## src/rtl/rectangle128_pkg.sv

```systemverilog
// Shared constants and types for the RECTANGLE-128 sequencer.
package rectangle128_pkg;

    localparam int NR    = 25;          // full rounds
    localparam int NRK   = NR + 1;      // round keys held in the schedule memory
    localparam int RK_AW = 5;           // round-key memory address width

    // Address constants sized to the memory port, so comparisons stay width-exact.
    localparam logic [RK_AW-1:0] RK_LAST   = RK_AW'(NRK - 1);
    localparam logic [RK_AW-1:0] RND_LAST  = RK_AW'(NR - 1);
    localparam logic [RK_AW-1:0] FIN_INDEX = RK_AW'(NR);

    typedef logic [63:0] rkey_t;

    typedef enum logic [2:0] {
        IDLE  = 3'd0,
        KEXP  = 3'd1,
        READY = 3'd2,
        ENC   = 3'd3,
        FIN   = 3'd4,
        DONE  = 3'd5
    } state_e;

endpackage

```

## src/rtl/rectangle128_rkmem.sv

```systemverilog
// Round-key register file: NRK x 64, one synchronous write port and one
// asynchronous read port. Storage is not reset; validity is tracked by the
// controller's key_loaded flag.
module rectangle128_rkmem
    import rectangle128_pkg::*;
(
    input  logic             Clk,
    input  logic             we,
    input  logic [RK_AW-1:0] waddr,
    input  logic [63:0]      wdata,
    input  logic [RK_AW-1:0] raddr,
    output logic [63:0]      rdata
);

    rkey_t mem [NRK];

    // Capture one round key per enabled write; the caller keeps waddr < NRK.
    always_ff @(posedge Clk) begin
        if (we) begin
            mem[waddr] <= wdata;
        end
    end

    assign rdata = mem[raddr];

endmodule

```

## src/rtl/rectangle128_ctrl.sv

```systemverilog
// RECTANGLE-128 sequencer: loads a key, restarts the key-schedule generator,
// captures the 26 round keys, then steps the round datapath once per cycle
// for each accepted plaintext block and holds the result until taken.
//
// Handshakes: a transfer happens on a rising edge where valid and ready are
// both high. A source holds valid (and its data) until that edge; ready may
// depend combinationally on valid, a valid never depends on ready. When a key
// and a block are both offered in READY, the key wins and in_ready stays low.
module rectangle128_ctrl
    import rectangle128_pkg::*;
(
    input  logic             Clk,
    input  logic             RstN,
    input  logic             key_valid,
    output logic             key_ready,
    input  logic [63:0]      key0,
    input  logic [63:0]      key1,
    output logic             skg_restart,
    output logic             skg_en,
    output logic [63:0]      skg_key0,
    output logic [63:0]      skg_key1,
    input  logic             skg_we,
    input  logic [RK_AW-1:0] skg_waddr,
    input  logic [63:0]      skg_kin,
    input  logic             in_valid,
    output logic             in_ready,
    output logic             dp_load,
    output logic             dp_round,
    output logic             dp_final,
    output logic [63:0]      dp_rk,
    output logic             out_valid,
    input  logic             out_ready,
    output logic             key_loaded,
    output state_e           dbg_state,
    output logic [RK_AW-1:0] dbg_wcount
);

    state_e           state_q;
    logic [RK_AW-1:0] rnd_q;
    logic [RK_AW-1:0] wcnt_q;
    logic             key_acc;
    logic             blk_acc;
    logic             wr_ok;
    logic [RK_AW-1:0] rd_addr;
    rkey_t            rd_data;

    // Handshake decode is combinational from state and the offered valids.
    assign key_ready   = (state_q == IDLE) || (state_q == READY);
    assign in_ready    = (state_q == READY) && !key_valid;
    assign key_acc     = key_valid && key_ready;
    assign blk_acc     = in_valid && in_ready;
    assign skg_restart = key_acc;
    assign dp_load     = blk_acc;

    // Only in-range schedule writes seen while expanding reach the memory.
    assign wr_ok = (state_q == KEXP) && skg_we && (skg_waddr <= RK_LAST);

    // FIN reads the last key; otherwise the round counter selects the entry.
    assign rd_addr = dp_final ? FIN_INDEX : rnd_q;
    assign dp_rk   = (dp_round || dp_final) ? rd_data : '0;

    assign dbg_state  = state_q;
    assign dbg_wcount = wcnt_q;

    rectangle128_rkmem u_rkmem (
        .Clk   (Clk),
        .we    (wr_ok),
        .waddr (skg_waddr),
        .wdata (skg_kin),
        .raddr (rd_addr),
        .rdata (rd_data)
    );

    // Sequencer FSM with registered datapath/schedule controls.
    always_ff @(posedge Clk or negedge RstN) begin
        if (!RstN) begin
            state_q    <= IDLE;
            rnd_q      <= '0;
            wcnt_q     <= '0;
            skg_en     <= 1'b0;
            skg_key0   <= '0;
            skg_key1   <= '0;
            dp_round   <= 1'b0;
            dp_final   <= 1'b0;
            out_valid  <= 1'b0;
            key_loaded <= 1'b0;
        end else begin
            case (state_q)
                IDLE, READY: begin
                    if (key_acc) begin
                        skg_key0   <= key0;
                        skg_key1   <= key1;
                        key_loaded <= 1'b0;
                        skg_en     <= 1'b1;
                        wcnt_q     <= '0;
                        state_q    <= KEXP;
                    end else if (blk_acc) begin
                        rnd_q    <= '0;
                        dp_round <= 1'b1;
                        state_q  <= ENC;
                    end
                end
                KEXP: begin
                    if (wr_ok) begin
                        wcnt_q <= wcnt_q + 1'b1;
                        if (skg_waddr == RK_LAST) begin
                            key_loaded <= 1'b1;
                            skg_en     <= 1'b0;
                            state_q    <= READY;
                        end
                    end
                end
                ENC: begin
                    if (rnd_q == RND_LAST) begin
                        rnd_q    <= '0;
                        dp_round <= 1'b0;
                        dp_final <= 1'b1;
                        state_q  <= FIN;
                    end else begin
                        rnd_q <= rnd_q + 1'b1;
                    end
                end
                FIN: begin
                    dp_final  <= 1'b0;
                    out_valid <= 1'b1;
                    state_q   <= DONE;
                end
                DONE: begin
                    if (out_ready) begin
                        out_valid <= 1'b0;
                        state_q   <= READY;
                    end
                end
                default: begin
                    state_q <= IDLE;
                end
            endcase
        end
    end

endmodule

```

## config.mk

```make
export PLATFORM = sky130hd
export DESIGN_NAME = rectangle128_ctrl
export DESIGN_NICKNAME = d
export VERILOG_FILES = /design/src/rtl/rectangle128_pkg.sv /design/src/rtl/rectangle128_rkmem.sv /design/src/rtl/rectangle128_ctrl.sv
export SDC_FILE = /design/constraint.sdc
export NUM_CORES = 2
export LEC_CHECK = 0
export BUFFER_PORTS_ARGS = -buffer_cell sky130_fd_sc_hd__clkbuf_2
export CORE_MARGIN = 3
export CORE_UTILIZATION = 50
export DETAILED_ROUTE_END_ITERATION = 10
export GPL_TIMING_DRIVEN = 0
export PLACE_DENSITY_LB_ADDON = 0.05
export SLEW_MARGIN = 20
export SYNTH_ARGS = -nofsm -noshare
export SYNTH_HDL_FRONTEND = slang
export SYNTH_SLANG_ARGS = --single-unit
export TNS_END_PERCENT = 20
```

## constraint.sdc

```tcl
create_clock -name Clk -period 19.5 [get_ports Clk]
set_input_delay 0.975 -clock Clk [delete_from_list [all_inputs] [get_ports Clk]]
set_output_delay 0.975 -clock Clk [all_outputs]
set_load 0.01 [all_outputs]
```

==> results.json <==
{
  "drc_errors": 0,
  "final_util_pct": 59.44,
  "design.die.area_sq_um": 146000,
  "synth_fp_nets": 4509,
  "dp_hpwl_um": 140900,
  "core_sq_um": 140000,
  "fin_area_sq_um": 83250,
  "synthTopCellsByArea": "edfxtp_1 (71%), dfrtp_1 (5.2%), mux2i_1 (4.5%)",
  "status": "complete, no violations",
  "layout.cells.non_filler": 7042,
  "antenna_found_initial": 15,
  "grt_pass1_wl_um": 290000,
  "start_kind": "flop",
  "die_width_um": 382.1,
  "slew_violations": 0,
  "maxSlewHeadroom_pct": 29.13,
  "drive_gt1_share_pct": 20.85,
  "synth_seq_area_share_pct": 75.80,
  "min_from": "key0[44]",
  "cts_made_buffers": 184,
  "worst_slew_pin_slew_ns": 1.063,
  "yosys-top-cells-count": "edfxtp_1 (1664), nand2_1 (531), a21oi_1 (323), mux2i_1 (319), nor2_1 (164)",
  "clkTransAtPathRegs_ns": 0.06,
  "grt_pass1_vias": 40720,
  "synth_cell_type_count": 55,
  "fin_nets": 5213,
  "grt_usage_pct": 27.45,
  "power.leakage_nw": 29.08,
  "ios": 412,
  "cap_violations": 0,
  "ir_drop_v": 0.00008926,
  "crit_fanout": 10,
  "worstRegToRegCells": 9,
  "start_util_pct": 50.51,
  "wl_um": 200900,
  "die_h_um": 382.1,
  "timing.fmax_mhz": 170.2,
  "postSynthAreaPerCell_sq_um": 16.44,
  "synth_top_cell_by_area": "edfxtp_1",
  "fin_crit_ns": 5.877,
  "wire_per_inst_um": 28.54,
  "setup_tns_ns": 0,
  "rsz0062_at_grt": "no",
  "synthArstFlopShare_pct": 8.066,
  "hold_end": "skg_key0[44]$_DFFE_PN0P_",
  "hold_violations": 0,
  "holdPathStages": 3,
  "gr-total-overflow": 0,
  "numClockSinks": 1810,
  "gp_congestion": 0.8354,
  "placed_cell_area_sq_um": 77520,
  "p_per_area_nw_per_um2": 133.2,
  "ant_nets": 0,
  "r2r_slack_ns": 15.33,
  "synth_edf_count": 1664,
  "dpl_worst_slack_ns": 14.58,
  "ys_warn_count": 0,
  "cts_tree": "built",
  "ys_seq_elements": 1810,
  "cp.arrival_ns": 4.90,
  "required_ns": 18.53,
  "synthToLayoutAreaGrowth_pct": 17.68,
  "min_period_over_period_pct": 30.14,
  "drtPass1Iterations": 6,
  "worstReg2RegStart": "dbg_state[2]$_DFFE_PN0P_",
  "vias": 41620,
  "hold_class": "primary input to flop",
  "synthCells": 4303,
  "netlist_area_sq_um": 70740,
  "crit_type": "flop to primary output",
  "worst_r2r_endpoint": "u_rkmem.mem[24][28]$_DFFE_PP_",
  "drt_iter0_drc": 4283,
  "rows": 137,
  "htreeDepth": 4,
  "setup_violations": 0,
  "clockRootBuffer": "clkbuf_16",
  "end_kind": "primary output",
  "dp_cells": 6696,
  "synth_flop_cell": "edfxtp_1",
  "finClkSkew_ns": 0.01830,
  "vias_per_cell": 5.910,
  "grt_max_degree": 86,
  "fin_ws_ns": 13.62,
  "yosysTopAreaCellShare_pct": 70.64,
  "cts_resized": 0,
  "yosysMostFrequentCell": "edfxtp_1",
  "clkLatencyLatePin_ns": 0.81,
  "portBuffers": 411,
  "clockBufferDepth": 3
}
-- worst max-delay path, cell delays in order, from the launching register on --
cell and delay, ns:
dfrtp_1 0.38, buf_4 0.40, buf_2 0.73, buf_2 0.71, clkbuf_1 0.76, o21ai_0 0.24, a21oi_1 0.31, o2111ai_1 0.27
clkbuf_2 0.23
-- how the worst max path moves through the flow --
stage | depth (start not counted) | from | to
5_1_grt | 8 | rnd_q[1]$_DFFE_PN0P_ | dp_rk[59]
2_1_floorplan | 3 | skg_waddr[1] | u_rkmem.mem[24][0]$_DFFE_PP_
4_1_cts | 10 | rnd_q[0]$_DFFE_PN0P_ | dp_rk[50]
3_5_place_dp | 8 | rnd_q[1]$_DFFE_PN0P_ | dp_rk[1]
6_report | 8 | rnd_q[1]$_DFFE_PN0P_ | dp_rk[59]
3_3_place_gp | 4 | skg_waddr[1] | u_rkmem.mem[24][31]$_DFFE_PP_
-- cell usage in the layout, fill, tap and decap left out, types with 46 or more instances in the layout --
cell type,instances
mux4_2,128
clkinv_1,46
o21ai_1,61
o2111ai_1,64
nor2_1,139
clkbuf_16,185
a221o_1,63
a221oi_1,63
o22a_1,64
edfxtp_1,1664
buf_2,99
buf_12,53
a21oi_1,322
mux2i_1,319
clkbuf_2,411
nand2_1,531
clkbuf_1,207
o22ai_1,67
dfrtp_1,146
o21ai_0,144
o221a_1,57
-- cells by family (layout without fill, tap and decap cells) --
family                     Yosys count  after routing  share of synthesized area [%]
buffers and inverters              312           1164                          2.078
xor gates and xnor gates             2              2                        0.02477
AOI/OAI and AO/OA                  926            926                          8.768
muxes                              448            448                          8.605
other                                0             11                              0
adders and majority gates            3              3                        0.05307
and+or+nand+nor                    802            802                          4.671
DFF                               1810           1810                          75.80
-- state kept, by name, indices dropped and copies added, names as in the netlist --
signal       flops
skg_key1        64
out_valid        1
key_loaded       1
dbg_wcount       5
u_rkmem.mem   1664
dp_final         1
skg_en           1
dp_round         1
skg_key0        64
dbg_state        3
rnd_q            5
-- metal layers --
layer | up-vias | GRT usage (%) | wire length [um]
li1 | 18310 | - | -
met1 | 21480 | 38.28 | 84010
met2 | 1557 | 45.01 | 98450
met3 | 259 | 4.981 | 14120
met4 | 6 | 7.052 | 4338
met5 | - | 0 | 35
-- final cells by class --
class                      count  area (sq um)
clock buffer                 237          4845
sequential                  1810         53620
multi-input combinational   2181         15860
inverter                      11         41.29
tap                         1876          2347
fill                       10740         56800
antenna                       11         27.53
timing repair buffer         518          4228
buffer                       301          1431
clock inverter                97         844.6
-- per-stage QoR --
step,power [mW],hold slack [ns]
2_1_floorplan,6.426,0.5139
3_3_place_gp,7.736,0.4571
3_5_place_dp,7.801,0.4608
4_1_cts,11.15,0.2955
5_1_grt,11.52,0.3273
6_report,11.09,0.3571
-- what timing repair did --
action	in CTS	in global routing
hold buffers	1	0
setup buffers	0	0
hold endpoints to repair	1	0
-- report_power, final --
group	internal (mW)	leakage (nW)	switching, mW
Sequential	4.37	16.8	0.0714
Combinational	1.14	9.49	2.14
Clock	1.90	2.77	1.47
Total	7.41	29.1	3.68
Note: power is estimated with default switching activity, not from simulation.
